$ cat config.mk
export PLATFORM = sky130hd
export DESIGN_NAME = sync_fifo_flags
export DESIGN_NICKNAME = d
export VERILOG_FILES = /design/src/rtl/sync_fifo_flags.sv
export SDC_FILE = /design/constraint.sdc
export NUM_CORES = 1
export LEC_CHECK = 0
export BUFFER_PORTS_ARGS = -buffer_cell sky130_fd_sc_hd__buf_4
export CAP_MARGIN = 20
export CORE_MARGIN = 4
export CORE_UTILIZATION = 55
export DETAILED_ROUTE_END_ITERATION = 12
export GPL_ROUTABILITY_DRIVEN = 0
export PLACE_DENSITY = 0.82
export SETUP_SLACK_MARGIN = 0.05
export SYNTH_ARGS = -nofsm -noshare
export SYNTH_HDL_FRONTEND = slang
export SYNTH_SLANG_ARGS = --single-unit
$ cat constraint.sdc
create_clock -name clk -period 2.6 [get_ports clk]
set_input_delay 0 -clock clk [delete_from_list [all_inputs] [get_ports clk]]
set_output_delay 0 -clock clk [all_outputs]
set_load 0.01 [all_outputs]
$ cat src/rtl/sync_fifo_flags.sv
// Single-clock FIFO with fill count, almost-full/empty and sticky error flags.
// Define FIFO_FWFT_EN for first-word-fall-through read data.
module sync_fifo_flags #(
  parameter int DSIZE     = 8,
  parameter int ASIZE     = 3,
  parameter int AFULL_TH  = 6,
  parameter int AEMPTY_TH = 2
) (
  input  logic             clk,
  input  logic             rst_n,
  input  logic [DSIZE-1:0] wdata,
  input  logic             winc,
  input  logic             rinc,
  input  logic             err_clr,
  output logic [DSIZE-1:0] rdata,
  output logic             wfull,
  output logic             rempty,
  output logic             wafull,
  output logic             raempty,
  output logic [ASIZE:0]   count,
  output logic             overflow,
  output logic             underflow
);

  localparam int DEPTH = 1 << ASIZE;
  localparam logic [ASIZE:0] C_FULL = (ASIZE+1)'(DEPTH);
  localparam logic [ASIZE:0] C_AF   = (ASIZE+1)'(AFULL_TH);
  localparam logic [ASIZE:0] C_AE   = (ASIZE+1)'(AEMPTY_TH);
  localparam logic [ASIZE:0] C_ONE  = (ASIZE+1)'(1);
  localparam logic [ASIZE-1:0] P_ONE = ASIZE'(1);

  logic [DSIZE-1:0] r_mem [DEPTH];
  logic [ASIZE-1:0] r_wptr;
  logic [ASIZE-1:0] r_rptr;
  logic [ASIZE:0]   r_count;
  logic             r_ovf;
  logic             r_unf;
  logic             w_wr;
  logic             w_rd;

  // Flags come only from the registered count.
  assign wfull     = (r_count == C_FULL);
  assign rempty    = (r_count == '0);
  assign wafull    = (r_count >= C_AF);
  assign raempty   = (r_count <= C_AE);
  assign count     = r_count;
  assign overflow  = r_ovf;
  assign underflow = r_unf;

  assign w_wr = winc && !wfull;
  assign w_rd = rinc && !rempty;

  always_ff @(posedge clk) begin
    if (w_wr) r_mem[r_wptr] <= wdata;
  end

  always_ff @(posedge clk or negedge rst_n) begin
    if (!rst_n) begin
      r_wptr  <= '0;
      r_rptr  <= '0;
      r_count <= '0;
    end else begin
      if (w_wr) r_wptr <= r_wptr + P_ONE;
      if (w_rd) r_rptr <= r_rptr + P_ONE;
      unique case ({w_wr, w_rd})
        2'b10:   r_count <= r_count + C_ONE;
        2'b01:   r_count <= r_count - C_ONE;
        default: r_count <= r_count;
      endcase
    end
  end

  // A new error in the same cycle as err_clr keeps the flag set.
  always_ff @(posedge clk or negedge rst_n) begin
    if (!rst_n) begin
      r_ovf <= 1'b0;
      r_unf <= 1'b0;
    end else begin
      if (winc && wfull) r_ovf <= 1'b1;
      else if (err_clr)  r_ovf <= 1'b0;
      if (rinc && rempty) r_unf <= 1'b1;
      else if (err_clr)   r_unf <= 1'b0;
    end
  end

`ifdef FIFO_FWFT_EN
  assign rdata = r_mem[r_rptr];
`else
  logic [DSIZE-1:0] r_rdata;

  always_ff @(posedge clk or negedge rst_n) begin
    if (!rst_n)    r_rdata <= '0;
    else if (w_rd) r_rdata <= r_mem[r_rptr];
  end

  assign rdata = r_rdata;
`endif

endmodule

==> impl_metrics.yaml <==
outcome:
  status: "completed"
pwr:
  peakVddDrop_uv: 816
  p_leak_nw: 1.59
  seq_power_share_pct: 44.4
  pwr_density_cell_nw_per_um2: 1080
  power.switching_mw: 1.49
  p_int_mw: 2.98
  pwr-share-clk_pct: 20.9
  combPwrFrac_pct: 34.7
  sw_frac_of_total_pct: 33.4
floorplanning:
  core_um2: 6060
  ioPinCount: 31
  dieArea_um2: 7740
  row_count: 28
  die_width_um: 88.0
  die_h_um: 88.0
  start_util_pct: 58.1
timing:
  clock_skew_ns: 0.00947
  hold_violations: 0
  setup_violations: 0
  relSlewSlack_pct: 58.2
  fmaxAchievable_mhz: 427
  finalSetupTns_ns: 0
  fin_crit_sh_pct: 90.0
  drv_slew: 0
  worst_pin_slew_ns: 0.626
  whs_ns: 0.0546
  rsz0062_at_grt: "false"
  fin_crit_ns: 2.34
detailed_routing:
  wl_per_cell_um: 16.5
  wl_mm: 5.86
  drt_iter0_drc: 109
  via_count: 1921
  drt-pass1-iter-count: 4
  ant_nets: 0
  viasPerCell: 5.41
  drc: 0
critical_path:
  start_kind: "flip-flop"
  ff2ff_path_depth: 10
  endpoint_kind: "flip-flop"
  crit_arrival_ns: 2.57
  rrSetupSlack_ns: 0.26
  critical_path.max_fanout: 10
  endpoint: "count[2]"
  startpoint: "count[1]"
  critical_path_class: "reg2reg"
  worstReg2RegStart: "count[1]"
  crit_required_ns: 2.83
  r2r-end: "count[2]"
yosys:
  syn-cell-area_um2: 3520
  ys.flop_type: "edfxtp_1"
  avgSynthCellArea_um2: 15.8
  synth_cell_types: 35
  synth_edf_count: 64
  syn_inst: 222
  async_flop_share_pct: 23.8
  syn-num-nets: 240
  ys_seq_area_share_pct: 68.8
  ys_ff_latch: 84
  ys.warnings.count: 0
global_route:
  grt_max_degree: 35
  antenna_found_initial: 0
  track_usage_pct: 17.3
  grt_pass1_wl_mm: 9.78
  grt.overflow.total: 0
  grt_pass1_vias: 1926
place:
  portBuffers: 30
  place_inst: 327
  dpl.hpwl_mm: 3.92
cells_and_area:
  nNetsFinal: 293
  fill_cells: 410
  final_cell_count_no_fill: 355
  antenna_cells: 0
  syn_to_final_growth_pct: 17.9
  drive_gt1_share_pct: 31.8
clock_network:
  cts_tree: "yes"
  cts_made_buffers: 9
  cts_root_buffer: "clkbuf_8"
  htree_num_levels: 3
  clk_latency_ns: 0.35
  clock_path_buffers: 2
  clk_pin_slew_ns: 0.08
  clock_sinks: 84
  postCtsSetupBuffers: 0
run:
  maxCapViolCount: 0
worst_hold_path:
  min_path_type: "in2async"
## through the flow
stage	instance area [um2]	worst slack, ns	total power [mW]	util (%)
final	4150	0.261	4.47	68.4
after global routing	4150	0.0554	4.76	68.4
after CTS	4130	0.145	4.48	68.2
after detailed placement	3800	0.179	3.53	62.8
after global placement	3800	0.249	3.48	62.8
after floorplan	3520	0.152	3.12	-
## routing by layer
metal | global-route usage (%) | vias up | routed length [um]
met5 | 0 | - | 0
met4 | 5.44 | 0 | 71
met3 | 5.64 | 6 | 276
met2 | 26.6 | 40 | 2760
met1 | 23.6 | 927 | 2760
li1 | - | 948 | -
## synthesized netlist by cell type (2+ instances only)
master	number	area (um2)
mux2_2	17	191
xor2_1	4	35.0
o21ai_2	8	70.1
edfxtp_1	64	1920
o22ai_1	8	50.1
buf_6	3	33.8
o21ai_0	2	10.0
ha_1	5	62.6
nor2b_1	2	12.5
nand2_1	22	82.6
nand2b_1	6	37.5
inv_1	3	11.3
a21oi_1	2	10.0
nor3_1	2	10.0
xnor2_1	4	35.0
buf_12	2	40.0
mux2i_1	16	160
dfrtp_1	20	500
a221o_1	8	80.1
nor2_1	8	30.0
nor3b_1	2	15.0
## cell type report
class / count / area [um2] / area share (%)
Clock buffer: 9 / 124 / 2.99
Sequential cell: 84 / 2430 / 58.5
Tap cell: 75 / 93.8 / 2.26
Multi-Input combinational cell: 124 / 983 / 23.7
Timing Repair Buffer: 52 / 420 / 10.1
Clock inverter: 7 / 83.8 / 2.02
Inverter: 4 / 15.0 / 0.362
## how the worst min path moves through the flow
stage                 to  slack, ns  cells after the start
6_report       r_wptr[1]       0.05                      2
2_1_floorplan   count[0]      -0.30                      0
3_5_place_dp   r_wptr[1]      -0.10                      1
3_3_place_gp   r_wptr[2]      -0.11                      1
5_1_grt        r_wptr[1]       0.07                      2
4_1_cts        r_wptr[1]       0.05                      2
## placed cells by master (no fill, tap or decap), types with 2 or more instances in the layout
cell type,netlist,final
a21oi_1,2,2
a221o_1,8,8
buf_4,1,40
clkbuf_8,0,9
clkinv_4,0,3
dfrtp_1,20,17
dfrtp_2,0,3
dlygate4sd3_1,0,12
edfxtp_1,64,64
ha_1,5,5
inv_1,3,3
mux2_2,17,17
mux2i_1,16,16
nand2_1,22,22
nand2b_1,6,6
nor2_1,8,8
nor3_1,2,2
nor3b_1,2,2
o21ai_0,2,2
o21ai_2,8,8
o22ai_1,8,8
xnor2_1,4,4
xor2_1,4,4
## flip-flops by register name (all words and copies together) (netlist names)
register / count
r_mem: 64
underflow: 1
r_rptr: 3
count: 4
r_wptr: 3
overflow: 1
rdata: 8
## critical path, cell delays in order, from the launching register on
cell and delay (ns):
dfrtp_2 0.51, nor4b_4 0.38, nor2b_2 0.12, inv_1 0.14
ha_1 0.28, xor2_1 0.10, ha_1 0.19, a21oi_1 0.14
xor2_1 0.16, nor2_1 0.06, xor2_1 0.13
## cell families (layout without fill, tap and decap cells)
family	count (synthesis)	count (layout)	synth area share (%)
compound gates	32	32	7.11
xor+xnor	8	8	1.99
fa+ha+maj	5	5	1.78
buf+inv	14	72	3.52
flops	84	84	68.8
mux	33	33	9.99
simple gates	46	46	6.76
## what timing repair did
item | 4_1_cts | 5_1_grt
gates resized for setup | 0 | 5
hold buffers | 12 | 0
hold endpoints to repair | 86 | 0
endpoints found under the setup margin | 0 | 1
## power groups by stage
stage | clock network [mW] | logic [mW] | registers, mW
2_1_floorplan | 0 | 1.14 | 1.98
3_3_place_gp | 0 | 1.49 | 1.98
3_5_place_dp | 0 | 1.53 | 2.00
4_1_cts | 0.962 | 1.55 | 1.97
5_1_grt | 1.03 | 1.71 | 2.02
6_report | 0.932 | 1.55 | 1.98
No activity file was read; power rests on OpenSTA's default activity.
